## src/rtl/sram_pattern_player.sv

```systemverilog
// Plays a byte sequence from a shared 64x8 SRAM onto PAT at a programmable
// byte period, or records pin_in into the SRAM at the same cadence.
module sram_pattern_player (
  input  logic        wb_clk_i,
  input  logic        rst_n,
  input  logic [31:0] custom_settings,
  input  logic [7:0]  pin_in,
  output logic [5:0]  sram_addr,
  output logic [7:0]  sram_in,
  output logic        sram_gwe,
  input  logic [7:0]  sram_out,
  output logic [16:0] design_do,
  output logic [16:0] design_oeb
);

  typedef enum logic [2:0] {
    S_IDLE,
    S_ADDR,
    S_FETCH,
    S_HOLD,
    S_DONE
  } state_t;

  state_t      state, state_nx;
  logic [5:0]  ptr, ptr_nx;
  logic [15:0] cnt, cnt_nx;
  logic [7:0]  pat, pat_nx;

  logic [5:0]  end_q;
  logic [15:0] div_q;
  logic        loop_q;
  logic        rec_q;

  logic        en_prev;
  logic        armed;
  logic        en;
  logic        start;
  logic        latch;
  logic        busy;
  logic        done;
  logic        strobe;
  logic        gwe;
  logic        unused_cfg;

  assign en         = custom_settings[23];
  assign unused_cfg = ^custom_settings[31:25];

  // armed stays low until EN has been seen low after reset, so an EN that is
  // already high when reset releases cannot masquerade as a rising edge.
  assign start = en & ~en_prev & armed;

  always_ff @(posedge wb_clk_i or negedge rst_n) begin
    if (!rst_n) begin
      state   <= S_IDLE;
      ptr     <= '0;
      cnt     <= '0;
      pat     <= '0;
      end_q   <= '0;
      div_q   <= '0;
      loop_q  <= 1'b0;
      rec_q   <= 1'b0;
      en_prev <= 1'b0;
      armed   <= 1'b0;
    end else begin
      state   <= state_nx;
      ptr     <= ptr_nx;
      cnt     <= cnt_nx;
      pat     <= pat_nx;
      en_prev <= en;
      armed   <= armed | ~en;
      if (latch) begin
        end_q  <= custom_settings[5:0];
        div_q  <= custom_settings[21:6];
        loop_q <= custom_settings[22];
        rec_q  <= custom_settings[24];
      end
    end
  end

  always_comb begin
    state_nx = state;
    ptr_nx   = ptr;
    cnt_nx   = cnt;
    pat_nx   = pat;
    latch    = 1'b0;
    busy     = 1'b0;
    done     = 1'b0;
    strobe   = 1'b0;
    gwe      = 1'b0;

    // EN low overrides every state: outputs drop now, IDLE on the next edge.
    if (!en) begin
      state_nx = S_IDLE;
      ptr_nx   = '0;
    end else begin
      case (state)
        S_IDLE: begin
          ptr_nx = '0;
          if (start) begin
            state_nx = S_ADDR;
            latch    = 1'b1;
          end
        end
        S_ADDR: begin
          busy     = 1'b1;
          gwe      = rec_q;
          state_nx = S_FETCH;
        end
        S_FETCH: begin
          busy     = 1'b1;
          strobe   = 1'b1;
          pat_nx   = rec_q ? pin_in : sram_out;
          cnt_nx   = '0;
          state_nx = S_HOLD;
        end
        S_HOLD: begin
          busy = 1'b1;
          if (cnt == div_q) begin
            if (ptr == end_q) begin
              if (loop_q) begin
                ptr_nx   = '0;
                state_nx = S_ADDR;
              end else begin
                state_nx = S_DONE;
              end
            end else begin
              ptr_nx   = ptr + 6'd1;
              state_nx = S_ADDR;
            end
          end else begin
            cnt_nx = cnt + 16'd1;
          end
        end
        S_DONE: begin
          done = 1'b1;
        end
        default: begin
          state_nx = S_IDLE;
          ptr_nx   = '0;
        end
      endcase
    end
  end

  assign sram_addr  = ptr;
  assign sram_gwe   = gwe;
  assign sram_in    = gwe ? pin_in : '0;
  assign design_do  = {strobe, done, busy, ptr, pat};
  assign design_oeb = {9'b0, {8{rec_q}}};

endmodule

```

## config.mk

```make
export PLATFORM = sky130hd
export DESIGN_NAME = sram_pattern_player
export DESIGN_NICKNAME = d
export VERILOG_FILES = /design/src/rtl/sram_pattern_player.sv
export SDC_FILE = /design/constraint.sdc
export NUM_CORES = 1
export LEC_CHECK = 0
export CAP_MARGIN = 20
export CELL_PAD_IN_SITES_DETAIL_PLACEMENT = 1
export CELL_PAD_IN_SITES_GLOBAL_PLACEMENT = 2
export CORE_ASPECT_RATIO = 1.25
export CORE_MARGIN = 3
export CORE_UTILIZATION = 30
export DETAILED_ROUTE_END_ITERATION = 6
export PLACE_DENSITY_LB_ADDON = 0.08
export SKIP_LAST_GASP = 1
export SLEW_MARGIN = 10
export SYNTH_ARGS = -nofsm -noshare
export SYNTH_HDL_FRONTEND = slang
export SYNTH_SLANG_ARGS = --single-unit
export TNS_END_PERCENT = 100
```

## constraint.sdc

```tcl
create_clock -name wb_clk_i -period 2.7 [get_ports wb_clk_i]
set_clock_uncertainty 0.05 [all_clocks]
set_input_delay 0.54 -clock wb_clk_i [delete_from_list [all_inputs] [get_ports wb_clk_i]]
set_output_delay 0.54 -clock wb_clk_i [all_outputs]
set_load 0.1 [all_outputs]
```

==> run_results.csv <==
group,metric,value,unit
status,outcome,"completed",
cts,root_buffer,"clkbuf_16",
synth,synthFlopType,"dfrtp_1",
sta,period_minus_slack,2.55,ns
cts,clk_path_buf_depth,2,
setup_path,cpMaxStageDelayCell,"clkdlybuf4s50_1",
floorplan,core-area,0.0113,mm²
layout,final_common_cell,"dfrtp_1",
cts,clock_latency,0.32,ns
synth,synth-adder-area-share,0.00711,
synth,syn_area_per_cell,10.3,µm²
routing,final_antenna_net_count,0,
cts,post_cts_buffers,0,
sta,fin_setup_tns,0,ns
cts,clkTransAtPathRegs,0.05,ns
setup_path,critical-path-max-stage-delay,0.56,ns
floorplan,rows,43,
setup_path,critPathLaunchType,"primary input",
power,ir_drop,0.306,mV
synth,netlist_area,0.00352,mm²
setup_path,crit_chain,"clkdlybuf4s50_1 -> nand2b_1 -> nor3_4 -> buf_4 -> and2_4 -> buf_12",
hold_path,hp-class,"in2async",
routing,post_drt_via_cell_ratio,5.12,
cts,cts_tree,"yes",
synth,ys_warn_count,0,
flow_run,maxCapViolations,0,
placement,hpwl,6670,µm
sta,hold_ws,0.198,ns
setup_path,r2r_cells,6,
layout,finalNetCount,461,
setup_path,crit_arrival,1.96,ns
power,total_power,3.68,mW
sta,fmax,392,MHz
sta,slew_violations,0,
routing,drc,0,
synth,synth_compound_area_frac,0.104,
global_route,grt_pass1_wl,15100,µm
layout,multi_input_area,0.00172,mm²
placement,port_buffers,82,
synth,netlist_instances,340,
layout,drive_gt1_frac,0.289,
sta,rsz0062_at_grt,"false",
routing,totalWireLength,9050,µm
power,p_leak,2.05,nW
synth,synth_simple_gate_area_frac,0.192,
layout,stdcell_count,547,
cts,clock-sinks,59,
placement,place_ws,0.0474,ns
floorplan,dieWidth,103,µm
layout,antenna_cells,0,
sta,max-slew-margin-rel,0.567,
power,power_density,791,mW/mm²
global_route,grtUsageTotal,0.149,
sta,max_slew.worst_pin.slew,0.649,ns
synth,synthMuxAreaShare,0.112,
synth,ys_seq_area_frac,0.420,
floorplan,die_h,127,µm
routing,first_pass_iters,4,
sta,setup_ws,0.150,ns
placement,dp.cells,531,
setup_path,critPathRequiredTime,2.11,ns
floorplan,initial_utilization,0.311,
global_route,antenna_found_initial,0,
setup_path,worstReg2RegStart,"cnt[7]",
synth,async_flop_share,1.00,
synth,ys_ff_latch,59,
cts,cts_resized,0,
setup_path,critPathKind,"in2out",
layout,fillers,1260,
cts,cts_buffers,9,
setup_path,setup.worst_path.end_class,"primary output",
synth,synth_top_family_by_area,"simple AND/OR/NAND/NOR gates",
sta,setup_viol,0,
cts,htree_levels,3,
floorplan,ios,99,
layout,seq_area,0.00148,mm²
global_route,grt_max_degree,29,
layout,layout_common_cells,"58 x dfrtp_1, 41 x clkdlybuf4s50_1, 41 x buf_4",
cts,hold_buffers,0,
sta,timing.final.hold_violations,0,
routing,num_vias,2799,
global_route,grt_remaining_overflow,0,
synth,synth_xor_area_frac,0.0573,
synth,ys_types,47,
floorplan,die-area,0.0131,mm²
sta,finalCritPeriodShare,0.944,
synth,synth_edf_count,0,
routing,drtIter0Drc,116,
setup_path,rr_endpoint,"cnt[11]",
layout,area_growth,32.3,%
setup_path,critPathMaxFanout,7,
setup_path,ff2ff_setup_slack,0.53,ns
global_route,first_global_vias,2862,
routing,avgRoutedWirePerCell,16.5,µm
placement,globalplace.congestion,0.728,
registers in the layout, indices dropped and copies added, names as in the netlist:
| signal | cells |
|---|---|
| armed | 1 |
| cnt | 16 |
| div_q | 16 |
| en_prev | 1 |
| end_q | 6 |
| loop_q | 1 |
| pat | 8 |
| rec_q | 1 |
| sram_addr | 6 |
| state | 3 |
cell usage after synthesis (4+ instances only):
cell type	number	area [µm²]
and2_1	10	62.6
nor4_2	4	50.1
inv_1	8	30.0
mux2_2	26	293
nor2_1	16	60.1
dfrtp_1	59	1480
o311ai_0	5	43.8
nand4_1	5	31.3
nand3b_1	7	52.6
xor2_1	23	201
nand2_1	19	71.3
nand3_1	15	75.1
mux2i_1	10	100
nor3_1	10	50.1
nor3b_1	5	37.5
clkbuf_1	4	15.0
o211ai_1	7	52.6
a221o_1	5	50.1
and3_1	7	43.8
a21oi_1	15	75.1
buf_4	28	210
buf_2	9	45.0
stage by stage:
| stage | cell area (µm²) | util |
|---|---|---|
| finish | 4650 | 0.412 |
| global route | 4650 | 0.412 |
| CTS | 4640 | 0.411 |
| detailed placement | 4390 | 0.388 |
| global placement | 4390 | 0.388 |
| floorplan | 3590 | - |
layout make-up:
cell class	instances	area share
sequential	59	0.318
tap	135	0.0363
multi-input combinational	234	0.371
clock buffer	10	0.0492
inverter	8	0.00645
timing repair buffer	97	0.216
clock inverter	4	0.00430
worst max-delay path by stage:
stage                         from            end  cells past startpoint
2_1_floorplan                rec_q     sram_in[0]                      4
3_3_place_gp   custom_settings[23]     sram_in[0]                      5
3_5_place_dp   custom_settings[23]     sram_in[0]                      5
4_1_cts        custom_settings[23]     sram_in[0]                      5
5_1_grt        custom_settings[23]  design_do[16]                      5
6_report       custom_settings[23]     sram_in[2]                      6
critical path: cells and delay by family:
kind,cells,cell delay [ns]
and+or+nand+nor,3,0.51
buffers and inverters,3,0.89
per-layer routing:
layer / vias to the layer above / wire, µm / track usage / share of wire
met5: - / 0 / 0 / 0
met4: 0 / 87 / 0.0457 / 0.0096
met3: 6 / 449 / 0.0371 / 0.050
met2: 70 / 4400 / 0.236 / 0.49
met1: 1402 / 4120 / 0.199 / 0.45
li1: 1321 / - / - / -
where the power goes:
part           switching, mW  internal (mW)
Clock                  0.383          0.602
Combinational           1.01          0.449
Sequential             0.168           1.07
Total                   1.56           2.12
cells by family after synthesis:
| family | count (synthesis) |
|---|---|
| adders and majority gates | 2 |
| muxes | 36 |
| DFF | 59 |
| and+or+nand+nor | 116 |
| AOI/OAI and AO/OA | 48 |
| other | 1 |
| buffers and inverters | 55 |
| xor gates and xnor gates | 23 |
Power figures use the tool's default switching activity.
